**config.mk**
```make
export PLATFORM = sky130hd
export DESIGN_NAME = rom_reader
export DESIGN_NICKNAME = d
export VERILOG_FILES = /design/src/rtl/rom_reader_pkg.sv /design/src/rtl/rom_reader_fifo2.sv /design/src/rtl/rom_reader.sv
export SDC_FILE = /design/constraint.sdc
export NUM_CORES = 1
export LEC_CHECK = 0
export CAP_MARGIN = 20
export CELL_PAD_IN_SITES_DETAIL_PLACEMENT = 1
export CELL_PAD_IN_SITES_GLOBAL_PLACEMENT = 1
export CORE_ASPECT_RATIO = 1.75
export CORE_MARGIN = 4
export CORE_UTILIZATION = 40
export CTS_BUF_LIST = sky130_fd_sc_hd__clkbuf_4 sky130_fd_sc_hd__clkbuf_8
export DETAILED_ROUTE_END_ITERATION = 6
export PLACE_DENSITY = 0.84
export SYNTH_ARGS = -nofsm -noshare
export SYNTH_HDL_FRONTEND = slang
export SYNTH_HIERARCHICAL = 1
export SYNTH_SLANG_ARGS = --single-unit
```
**constraint.sdc**
```tcl
create_clock -name clk -period 7.3 [get_ports clk]
set_input_delay 1.825 -clock clk [delete_from_list [all_inputs] [get_ports clk]]
set_output_delay 1.825 -clock clk [all_outputs]
set_load 0.005 [all_outputs]
```
**src/rtl/rom_reader_pkg.sv**
```systemverilog
// Shared types and constants for the rom_reader block.
package rom_reader_pkg;

    // Controller states
    typedef enum logic [1:0] {
        ST_IDLE  = 2'd0,
        ST_RUN   = 2'd1,
        ST_DRAIN = 2'd2
    } state_t;

    // Output buffer depth; also the total number of words that may be
    // outstanding (buffered + in flight from the ROM) at any time.
    localparam int BUF_DEPTH = 2;

    // True when a new read may be issued this cycle. A beat leaving the
    // buffer this cycle frees its slot in time for the new word.
    function automatic logic has_credit(input logic [1:0] occ,
                                        input logic       inflight,
                                        input logic       pop);
        int credit;
        credit = BUF_DEPTH - int'(occ) - int'(inflight) + int'(pop);
        return (credit > 0);
    endfunction

endpackage

```
**src/rtl/rom_reader_fifo2.sv**
```systemverilog
// Two-entry synchronous FIFO holding {last, data} words for the stream
// output. The head word is forced to zero when the FIFO is empty so the
// stream outputs read as zero whenever nothing is valid.
module rom_reader_fifo2
    import rom_reader_pkg::*;
#(
    parameter int W = 9
) (
    input  logic         clk,
    input  logic         rst,
    input  logic         push,
    input  logic [W-1:0] push_data,
    input  logic         pop,
    output logic [W-1:0] head_data,
    output logic         head_valid,
    output logic [1:0]   occupancy
);

    logic [W-1:0] mem_q [BUF_DEPTH];
    logic [W-1:0] mem_d [BUF_DEPTH];
    logic         wr_ptr_q, wr_ptr_d;
    logic         rd_ptr_q, rd_ptr_d;
    logic [1:0]   occ_q, occ_d;
    logic         pop_ok;

    assign pop_ok     = pop && (occ_q != 2'd0);
    assign head_valid = (occ_q != 2'd0);
    assign head_data  = head_valid ? mem_q[rd_ptr_q] : '0;
    assign occupancy  = occ_q;

    // Next-state: write at wr_ptr on push, advance rd_ptr on pop
    always_comb begin
        for (int i = 0; i < BUF_DEPTH; i++) begin
            mem_d[i] = mem_q[i];
            if (push && (wr_ptr_q == i[0])) begin
                mem_d[i] = push_data;
            end
        end
        wr_ptr_d = push   ? ~wr_ptr_q : wr_ptr_q;
        rd_ptr_d = pop_ok ? ~rd_ptr_q : rd_ptr_q;
        occ_d    = occ_q + {1'b0, push} - {1'b0, pop_ok};
    end

    // Storage and pointer registers
    always_ff @(posedge clk) begin
        if (rst) begin
            for (int i = 0; i < BUF_DEPTH; i++) begin
                mem_q[i] <= '0;
            end
            wr_ptr_q <= 1'b0;
            rd_ptr_q <= 1'b0;
            occ_q    <= 2'd0;
        end else begin
            mem_q    <= mem_d;
            wr_ptr_q <= wr_ptr_d;
            rd_ptr_q <= rd_ptr_d;
            occ_q    <= occ_d;
        end
    end

endmodule

```
**src/rtl/rom_reader.sv**
```systemverilog
// Read initiator for a synchronous ROM with 1-cycle read latency.
// Walks a run of addresses on start and streams the words out through a
// two-entry credit-managed buffer. Optional build macro
// ROM_READER_CHECKSUM_EN adds a running modulo-2**DATA_W checksum output.
module rom_reader
    import rom_reader_pkg::*;
#(
    parameter int ADDR_W = 3,
    parameter int DATA_W = 8
) (
    input  logic              clk,
    input  logic              rst,
    input  logic              start,
    input  logic [ADDR_W-1:0] start_addr,
    input  logic [ADDR_W:0]   count,
    output logic              busy,
    output logic              done,
    output logic              rd,
    output logic [ADDR_W-1:0] add,
    input  logic [DATA_W-1:0] rom_data,
    output logic [DATA_W-1:0] out_data,
    output logic              out_valid,
    input  logic              out_ready,
    output logic              out_last
`ifdef ROM_READER_CHECKSUM_EN
    ,
    output logic [DATA_W-1:0] checksum
`endif
);

    state_t            state_q, state_d;
    logic [ADDR_W-1:0] add_q, add_d;
    logic [ADDR_W:0]   remaining_q, remaining_d;
    logic              inflight_q, inflight_d;
    logic              infl_last_q, infl_last_d;
    logic              done_q, done_d;
    logic              pop;
    logic [1:0]        occ;
    logic              can_issue;

    // The word returned by the ROM this cycle goes straight into the buffer
    rom_reader_fifo2 #(
        .W (DATA_W + 1)
    ) u_fifo (
        .clk        (clk),
        .rst        (rst),
        .push       (inflight_q),
        .push_data  ({infl_last_q, rom_data}),
        .pop        (pop),
        .head_data  ({out_last, out_data}),
        .head_valid (out_valid),
        .occupancy  (occ)
    );

    assign pop       = out_valid && out_ready;
    assign can_issue = has_credit(occ, inflight_q, pop);
    assign busy      = (state_q != ST_IDLE);
    assign done      = done_q;
    assign add       = add_q;

    // Next-state, read issue and completion logic
    always_comb begin
        state_d     = state_q;
        add_d       = add_q;
        remaining_d = remaining_q;
        inflight_d  = 1'b0;
        infl_last_d = 1'b0;
        done_d      = 1'b0;
        rd          = 1'b0;
        case (state_q)
            ST_IDLE: begin
                if (start) begin
                    if (count != '0) begin
                        add_d       = start_addr;
                        remaining_d = count;
                        state_d     = ST_RUN;
                    end else begin
                        done_d = 1'b1;
                    end
                end
            end
            ST_RUN: begin
                if (can_issue) begin
                    rd          = 1'b1;
                    add_d       = add_q + 1'b1;
                    remaining_d = remaining_q - 1'b1;
                    inflight_d  = 1'b1;
                    infl_last_d = (remaining_q == {{ADDR_W{1'b0}}, 1'b1});
                    if (remaining_q == {{ADDR_W{1'b0}}, 1'b1}) begin
                        state_d = ST_DRAIN;
                    end
                end
            end
            ST_DRAIN: begin
                if (pop && out_last) begin
                    state_d = ST_IDLE;
                    done_d  = 1'b1;
                end
            end
            default: state_d = ST_IDLE;
        endcase
    end

    // Control registers; reset drops any read still in flight
    always_ff @(posedge clk) begin
        if (rst) begin
            state_q     <= ST_IDLE;
            add_q       <= '0;
            remaining_q <= '0;
            inflight_q  <= 1'b0;
            infl_last_q <= 1'b0;
            done_q      <= 1'b0;
        end else begin
            state_q     <= state_d;
            add_q       <= add_d;
            remaining_q <= remaining_d;
            inflight_q  <= inflight_d;
            infl_last_q <= infl_last_d;
            done_q      <= done_d;
        end
    end

`ifdef ROM_READER_CHECKSUM_EN
    logic [DATA_W-1:0] checksum_q, checksum_d;

    assign checksum = checksum_q;

    // Running sum of accepted beats, cleared when a start is accepted
    always_comb begin
        checksum_d = checksum_q;
        if ((state_q == ST_IDLE) && start) begin
            checksum_d = '0;
        end else if (pop) begin
            checksum_d = checksum_q + out_data;
        end
    end

    // Checksum register
    always_ff @(posedge clk) begin
        if (rst) begin
            checksum_q <= '0;
        end else begin
            checksum_q <= checksum_d;
        end
    end
`endif

endmodule

```
; Yosys cells after proc, flatten, opt, wreduce, memory -nomap -nowiden
; Cells that the tools add are included.
[classes]
n_addsub = 7
n_lt_le_gt_ge = 2
eq_ne = 8
mux = 24
n_bitwise = 5
reduce_logical = 13
[ops]
columns = operator, count
row1 = 2-to-1 mux 9 bit, 4
row2 = 2-to-1 mux 4 bit, 3
row3 = 2-to-1 mux 2 bit, 5
row4 = "inequality test 2 bit, second input constant", 5
row5 = 2-to-1 mux 3 bit, 3
row6 = case mux 4 bit (2 select lines), 1
row7 = case mux 2 bit (3 select lines), 1
row8 = case mux 3 bit (2 select lines), 1
row9 = nonzero test 2 bit, 3
row10 = adder 4 x 2 -> 5 bit, 1
row11 = "greater-than comparator 5 x 1 -> 1 bit, second input constant", 1
row12 = logical AND 1 bit, 5
row13 = 2-to-1 mux 1 bit, 5
row14 = AND reduction 5 bit, 1
row15 = "equality test 4 x 1 -> 1 bit, second input constant", 1
row16 = inverter 1 bit, 4
row17 = AND reduction 4 bit, 1
row18 = nonzero test 4 bit, 1
row19 = subtractor 3 x 2 -> 4 bit, 1
row20 = "subtractor 4 x 1 -> 4 bit, second input constant", 1
row21 = "adder 3 x 1 -> 3 bit, second input constant", 1
row22 = OR reduction 3 bit, 1
row23 = "subtractor 2 x 2 -> 3 bit, first input constant", 1
row24 = adder 2 x 1 -> 2 bit, 1
row25 = 7 further kinds, 7
[word_totals]
reg_bits = 34
inputBits = 19
out_inout_bits = 16
elab_cells = 70

; Longest topological paths before layout
; Gate-level depths: netlist of the first run.
[logic_depth]
ltp_word = 8
ltp_mapped = 11
mapped_depth_nobuf = 11

; By module
; The synthesis of the first run kept the hierarchy.
[modules_own_cells]
columns = mod, n_inst, cells_each, area_per_inst_um2, seq_area_each_um2
row1 = rom_reader_fifo2, 1, 121, 964.7, 440.4
row2 = rom_reader, 1, 108, 897.1, 240.2

; Worst setup path before layout of the first run
; OpenSTA, ideal clock, no wires.
[synth_timing]
path_type = input port to output port
start = input port out_ready
end = output port rd
arrival_ps = 3251
required_ps = 5475
path_slack_ps = 2224
stages = 7
n_path_buf = 0
cell_sequence = and2_1 > ha_1 > inv_1 > fa_1 > and3b_1 > o221a_2 > nor3_1
[synth_via]
elab_chain_len = 5
[synth_rtl]
columns = item, line
row1 = start: declaration, rom_reader.sv:23  ; input logic out_ready,
row2 = logical AND 1 bit, rom_reader.sv:55  ; assign pop = out_valid && out_ready;
row3 = adder 4 x 2 -> 5 bit, rom_reader_pkg.sv:21  ; credit = BUF_DEPTH - int'(occ) - int'(inflight) + int'(pop);
row4 = greater-than comparator 5 x 1 -> 1 bit, rom_reader_pkg.sv:22  ; return (credit > 0);
row5 = 2-to-1 mux 1 bit, rom_reader.sv:83  ; if (can_issue) begin
row6 = 2-to-1 mux 1 bit, rom_reader.sv:70  ; case (state_q)
row7 = end: declaration, rom_reader.sv:18  ; output logic rd,
; Every way passes these cells.

; Worst setup path after layout of the first run
[layout_timing]
start = input port out_ready
end = output port rd
[layout_via]
elab_chain_len = 5
[layout_rtl]
columns = item, line
row1 = logical AND 1 bit, rom_reader.sv:55
row2 = named net pop, rom_reader.sv:37  ; logic pop;
row3 = adder 4 x 2 -> 5 bit, rom_reader_pkg.sv:21
row4 = greater-than comparator 5 x 1 -> 1 bit, rom_reader_pkg.sv:22
row5 = 2-to-1 mux 1 bit, rom_reader.sv:83
row6 = 2-to-1 mux 1 bit, rom_reader.sv:70
; The timed path passes the listed nets, and every way through them passes these cells.

==> results of run 1 <==
cells in the mapped netlist, types with 2 or more instances:
cell | instances | area, um2
o32ai_1 | 3 | 26.3
and3b_1 | 3 | 26.3
o221a_2 | 2 | 22.5
mux2i_1 | 10 | 100
nand3_1 | 10 | 50.1
nand2b_1 | 3 | 18.8
buf_4 | 4 | 30.0
and2_1 | 3 | 18.8
ha_1 | 9 | 113
nor3_1 | 6 | 30.0
nor2_1 | 20 | 75.1
a21oi_1 | 23 | 115
or2_1 | 2 | 12.5
buf_2 | 3 | 15.0
nor3b_1 | 3 | 22.5
fa_1 | 2 | 40.0
nor4_1 | 6 | 37.5
nor2b_1 | 5 | 31.3
inv_1 | 14 | 52.6
nand2_1 | 38 | 143
xor2_1 | 2 | 17.5
o221a_1 | 2 | 22.5
dfxtp_1 | 34 | 681
clkbuf_1 | 4 | 15.0
power by group through the flow:
stage          registers [mW]  clock network, mW  logic, mW
3_5_place_dp            0.233                  0      0.167
2_1_floorplan           0.220                  0      0.117
4_1_cts                 0.229              0.216      0.169
3_3_place_gp            0.233                  0      0.159
6_report                0.229              0.210      0.165
5_1_grt                 0.232              0.223      0.187
kinds of logic after synthesis:
kind of cell               Yosys count  share of synthesized area [%]
and+or+nand+nor                    109                           29.6
xor gates and xnor gates             2                          0.941
DFF                                 34                           36.6
adders and majority gates           11                           8.20
muxes                               10                           5.38
buffers and inverters               25                           6.05
AOI/OAI and AO/OA                   38                           13.3
state kept, by name, summed over array words and instances (netlist names):
signal and cells:
u_fifo/mem_q 18, done 1, remaining_q 4, u_fifo/rd_ptr_q 1, u_fifo/occupancy 2, state_q 2, add 3, inflight_q 1
u_fifo/wr_ptr_q 1, infl_last_q 1
per-layer routing:
layer,up-vias,track usage [%],wire (um),share of wire (%)
li1,858,-,-,-
met1,834,19.7,1940,38
met2,44,34.1,2830,56
met3,13,3.17,169,3.3
met4,0,7.51,129,2.5
met5,-,0,0,0
how the worst min path moves through the flow:
stage                     start          endpoint  slack, ns  cells after the start
6_report            infl_last_q  u_fifo/mem_q[17]       0.46                      2
5_1_grt             infl_last_q  u_fifo/mem_q[17]       0.49                      2
4_1_cts             infl_last_q  u_fifo/mem_q[17]       0.46                      2
3_5_place_dp        infl_last_q  u_fifo/mem_q[17]       0.45                      2
3_3_place_gp   u_fifo/mem_q[16]  u_fifo/mem_q[16]       0.44                      2
2_1_floorplan       infl_last_q  u_fifo/mem_q[17]       0.43                      2
layout make-up:
class                      instances  area [um2]  share of cell area [%]
multi-input combinational        170        1070                    45.4
timing repair buffer              35         348                    14.8
sequential                        34         681                    29.0
inverter                          14        52.6                    2.24
tap                               51        63.8                    2.71
clock buffer                       5        68.8                    2.93
clock inverter                     3        68.8                    2.93
critical path: stages:
cell             delay [ns]
clkdlybuf4s50_1        0.45
and2_1                 0.20
ha_1                   0.18
inv_1                  0.05
fa_1                   0.41
and3b_1                0.24
o221a_2                0.32
nor3_1                 0.18
clkdlybuf4s50_1        0.54
==> impl_metrics.env, run 1 <==
export IMPL_r2r_slack_ns=4.31
export IMPL_grt_use_total_pct=18.5
export IMPL_p_per_area_nw_per_um2=257
export IMPL_peakVddDrop_uv=153
export IMPL_maxCapViolCount=0
export IMPL_drcViolationCount=0
export IMPL_ys_seq_elements=34
export IMPL_grt_overflow=0
export IMPL_final_common_cell="nand2_1"
export IMPL_r2r_cells=9
export IMPL_cts_setup_buffers=0
export IMPL_internal_power_mw=0.418
export IMPL_clkTransAtPathRegs_ns=0.08
export IMPL_netlist_area_um2=1860
export IMPL_portBuffers=34
export IMPL_finalSetupTns_ns=0
export IMPL_numClockSinks=34
export IMPL_drive_gt1_share_pct=6.51
export IMPL_max_clock_path_buffers=2
export IMPL_initialDrtViolationCount=52
export IMPL_row_count=32
export IMPL_p_leak_nw=0.870
export IMPL_cp_end_kind="output port"
export IMPL_dr_pass1_iters=4
export IMPL_period_needed_ns=6.22
export IMPL_finalSetupViolations=0
export IMPL_die_area_um2=5850
export IMPL_p_total_mw=0.604
export IMPL_finalHoldViolCount=0
export IMPL_synth_edf_count=0
export IMPL_setup_slack_ns=1.08
export IMPL_top_level_ports=35
export IMPL_worstSetupStartpoint="out_ready"
export IMPL_fmaxAchievable_mhz=161
export IMPL_design_area_um2=2350
export IMPL_place_ws_ns=1.09
export IMPL_cp_arrival_ns=4.40
export IMPL_drtAntennaViolNets=0
export IMPL_finalCritPeriodShare_pct=85.2
export IMPL_ctsResizeCount=0
export IMPL_yosysWarnings=6
export IMPL_hold_class="reg -> reg"
export IMPL_fillCellCount=556
export IMPL_die_w_um=59.6
export IMPL_finish_utilization_pct=52.9
export IMPL_syn_area_per_cell_um2=8.13
export IMPL_ys_seq_area_share_pct=36.6
export IMPL_place_hpwl_mm=3.87
export IMPL_layout_common_cells="nand2_1 (38), dfxtp_1 (34), clkdlybuf4s50_1 (34), a21oi_1 (23), nor2_1 (20)"
export IMPL_finalMaxSlewViolations=0
export IMPL_status="completed"
export IMPL_grt_pass1_vias=1876
export IMPL_route_final_wire_length_mm=5.07
export IMPL_rsz0062_at_grt="no"
export IMPL_clkPwrFrac_pct=34.8
export IMPL_synth_fp_nets=259
export IMPL_synthCells=229
export IMPL_dp_cells=304
export IMPL_holdWs_ns=0.457
export IMPL_gp_congestion=0.864
export IMPL_yosys_cell_types_count=42
export IMPL_path_class="in -> out"
export IMPL_power_frac_comb_pct=27.4
export IMPL_grt_antenna_before_repair=0
export IMPL_crit_path_end="rd"
export IMPL_start_util_pct=41.9
export IMPL_path_max_fanout=4
export IMPL_slew_headroom_pct=53.9
export IMPL_worstMarginPinSlew_ns=0.691
export IMPL_cts_tree="yes"
export IMPL_num_nets_final=290
export IMPL_wire_per_inst_um=16.3
export IMPL_cp_required_ns=5.48
export IMPL_swShare_pct=30.9
export IMPL_htreeDepth=2
export IMPL_area_growth_pct=26.3
export IMPL_rr_startpoint="inflight_q"
export IMPL_pwr_share_seq_pct=37.8
export IMPL_antennaDiodeCount=0
export IMPL_root_buffer="clkbuf_8"
export IMPL_p_switching_mw=0.186
export IMPL_placed_area_um2=2210
export IMPL_synth_ff_type="dfxtp_1"
export IMPL_die_h_um=98.3
export IMPL_start_kind="input port"
export IMPL_core_um2=4440
export IMPL_stdcell_count=312
export IMPL_ctsHoldBuffers=0
export IMPL_grt_max_degree=32
export IMPL_cts_buffers_inserted=5
export IMPL_worst_r2r_endpoint="remaining_q[3]"
export IMPL_grt_pass1_wl_mm=8.45
export IMPL_clk_insertion_delay_late_ns=0.29
export IMPL_via_count=1749
export IMPL_drt_vias_per_instance=5.61
export IMPL_synthArstFlopShare_pct=0
export IMPL_clock_skew_ns=0.00932
No activity file was read; power rests on OpenSTA's default activity.
==> run 2: changes to the inputs <==
--- a/config.mk
+++ b/config.mk
@@ -12,6 +12,7 @@
 export CORE_MARGIN = 4
 export CORE_UTILIZATION = 40
 export CTS_BUF_LIST = sky130_fd_sc_hd__clkbuf_4 sky130_fd_sc_hd__clkbuf_8
+export CTS_CLUSTER_DIAMETER = 120
 export DETAILED_ROUTE_END_ITERATION = 6
 export PLACE_DENSITY = 0.84
 export SYNTH_ARGS = -nofsm -noshare
==> results of run 2 <==
Same layout as run 1: the final DEF is identical, and so are final timing and power.
==> run 3: changes to the inputs <==
--- a/config.mk
+++ b/config.mk
@@ -14,7 +14,8 @@
 export CTS_BUF_LIST = sky130_fd_sc_hd__clkbuf_4 sky130_fd_sc_hd__clkbuf_8
 export CTS_CLUSTER_DIAMETER = 120
 export DETAILED_ROUTE_END_ITERATION = 6
-export PLACE_DENSITY = 0.84
+export DONT_BUFFER_PORTS = 1
+export PLACE_DENSITY = 0.7
 export SYNTH_ARGS = -nofsm -noshare
 export SYNTH_HDL_FRONTEND = slang
 export SYNTH_HIERARCHICAL = 1
==> constraint.sdc (replaced) <==
create_clock -name clk -period 6.1 [get_ports clk]
set_input_delay 1.525 -clock clk [delete_from_list [all_inputs] [get_ports clk]]
set_output_delay 1.525 -clock clk [all_outputs]
set_load 0.005 [all_outputs]
==> run 3 against run 2 <==
Effect of this change: setup slack better by 0.33 ns; clock power down 15%; final area shrank 17%; global-route usage is 0.72 points lower; via count is 6.5% lower; sequential power grew 20%; die area did not move; wire length decreased by 3.7%; combinational power shrank 3%; non-clock buffer count down 35; first-iteration DRC count down 15%; critical endpoint unchanged.
==> impl_metrics.env, run 3 (synthesis results as in run 1) <==
export IMPL_place_hpwl_mm=3.72
export IMPL_fmaxAchievable_mhz=213
export IMPL_cts_tree="yes"
export IMPL_path_class="in -> out"
export IMPL_cts_setup_buffers=0
export IMPL_portBuffers=0
export IMPL_cp_arrival_ns=3.17
export IMPL_finalMaxSlewViolations=0
export IMPL_grt_pass1_vias=1706
export IMPL_numClockSinks=34
export IMPL_drtAntennaViolNets=0
export IMPL_slew_headroom_pct=52.3
export IMPL_gp_congestion=0.744
export IMPL_initialDrtViolationCount=44
export IMPL_top_level_ports=35
export IMPL_ctsResizeCount=0
export IMPL_cpPeakStageDelay_ns=0.41
export IMPL_r2r_cells=9
export IMPL_maxCapViolCount=0
export IMPL_drive_gt1_share_pct=7.08
export IMPL_via_count=1636
export IMPL_die_w_um=59.6
export IMPL_grt_antenna_before_repair=0
export IMPL_worstMarginPinSlew_ns=0.713
export IMPL_root_buffer="clkbuf_8"
export IMPL_layout_common_cells="nand2_1 (38), dfxtp_1 (34), a21oi_1 (23), nor2_1 (20), inv_1 (14)"
export IMPL_final_common_cell="nand2_1"
export IMPL_start_kind="input port"
export IMPL_finalCritPeriodShare_pct=76.9
export IMPL_row_count=32
export IMPL_hold_class="reg -> reg"
export IMPL_period_needed_ns=4.69
export IMPL_place_ws_ns=1.41
export IMPL_critPathSlowestCell="fa_1"
export IMPL_max_flop_register="u_fifo/mem_q"
export IMPL_drt_vias_per_instance=5.91
export IMPL_start_util_pct=41.9
export IMPL_path_delay_family="simple AND/OR/NAND/NOR gates"
export IMPL_route_final_wire_length_mm=4.88
export IMPL_r2r_slack_ns=3.14
export IMPL_grt_pass1_wl_mm=8.00
export IMPL_clock_skew_ns=0.00291
export IMPL_rsz0062_at_grt="no"
export IMPL_largest_reg_flops=18
export IMPL_stdcell_count=277
export IMPL_core_um2=4440
export IMPL_peakVddDrop_uv=160
export IMPL_path_cells="and2_1 > ha_1 > inv_1 > fa_1 > and3b_1 > o221a_2 > nor3_1"
export IMPL_p_leak_nw=0.722
export IMPL_num_nets_final=255
export IMPL_area_growth_pct=5.31
export IMPL_die_area_um2=5850
export IMPL_cp_required_ns=4.58
export IMPL_critPathBufInv=1
export IMPL_ctsHoldBuffers=0
export IMPL_hold_path_depth=2
export IMPL_grt_max_degree=32
export IMPL_drcViolationCount=0
export IMPL_htreeDepth=2
export IMPL_antennaDiodeCount=0
export IMPL_hold_end="u_fifo/mem_q[2]"
export IMPL_finalSetupTns_ns=0
export IMPL_wire_per_inst_um=17.6
export IMPL_rr_startpoint="inflight_q"
export IMPL_p_total_mw=0.613
export IMPL_clk_insertion_delay_late_ns=0.28
export IMPL_max_clock_path_buffers=2
export IMPL_grt_use_total_pct=17.8
export IMPL_dr_pass1_iters=4
export IMPL_dp_cells=269
export IMPL_clkTransAtPathRegs_ns=0.07
export IMPL_cp_end_kind="output port"
export IMPL_finalHoldViolCount=0
export IMPL_grt_overflow=0
export IMPL_cts_buffers_inserted=5
export IMPL_path_max_fanout=4
export IMPL_status="completed"
export IMPL_worstHoldStart="u_fifo/mem_q[2]"
export IMPL_worst_r2r_endpoint="add[0]"
export IMPL_p_per_area_nw_per_um2=313
export IMPL_die_h_um=98.3
export IMPL_finalSetupViolations=0
export IMPL_setup_slack_ns=1.41
## run 3: cell types whose count changed in the layout (fill, tap and decap cells not counted)
cell | before | now
clkinv_4 | 1 | 0
clkbuf_8 | 5 | 6
clkdlybuf4s50_1 | 34 | 0
clkinv_2 | 0 | 1
buf_4 | 1 | 0
bufinv_16 | 2 | 0
clkbuf_4 | 0 | 1
## run 3: worst max path at each step
stage               startpoint  end  slack [ns]  depth (start not counted)
floorplan            out_ready   rd        1.62                          7
global placement     out_ready   rd        1.50                          7
detailed placement   out_ready   rd        1.41                          7
CTS                  out_ready   rd        1.40                          7
global route         out_ready   rd        1.30                          7
finish               out_ready   rd        1.41                          7
## run 3: tightest hold or removal path, cell delays in order, from the launching register on
cell and delay, ns:
dfxtp_1 0.31, nand2_1 0.05, a21oi_1 0.05
## run 3: power by group
part	switching (mW)	internal [mW]
Sequential	0.0309	0.244
Clock	0.0822	0.0955
Combinational	0.0942	0.0662
## run 3: cell type report
type                       count  area (um2)
fill                         561        2480
tap                           51        63.8
clock inverter                 1        5.00
inverter                      14        52.6
sequential                    34         681
multi-input combinational    170        1070
clock buffer                   7        90.1
## run 3: metrics by stage
| step | cell area (um2) | utilization (%) | hold slack [ns] |
|---|---|---|---|
| 2_1_floorplan | 1860 | - | 0.432 |
| 6_report | 1960 | 44.1 | 0.453 |
| 3_3_place_gp | 1870 | 42.0 | 0.431 |
| 3_5_place_dp | 1870 | 42.0 | 0.443 |
| 4_1_cts | 1960 | 44.1 | 0.454 |
| 5_1_grt | 1960 | 44.1 | 0.465 |
## run 3: layer usage
metal	wire length, um	GRT usage [%]	share of wire, %
met3	256	4.10	5.2
met4	89	6.66	1.8
met5	0	0	0
met2	2710	33.5	56
met1	1820	17.8	37
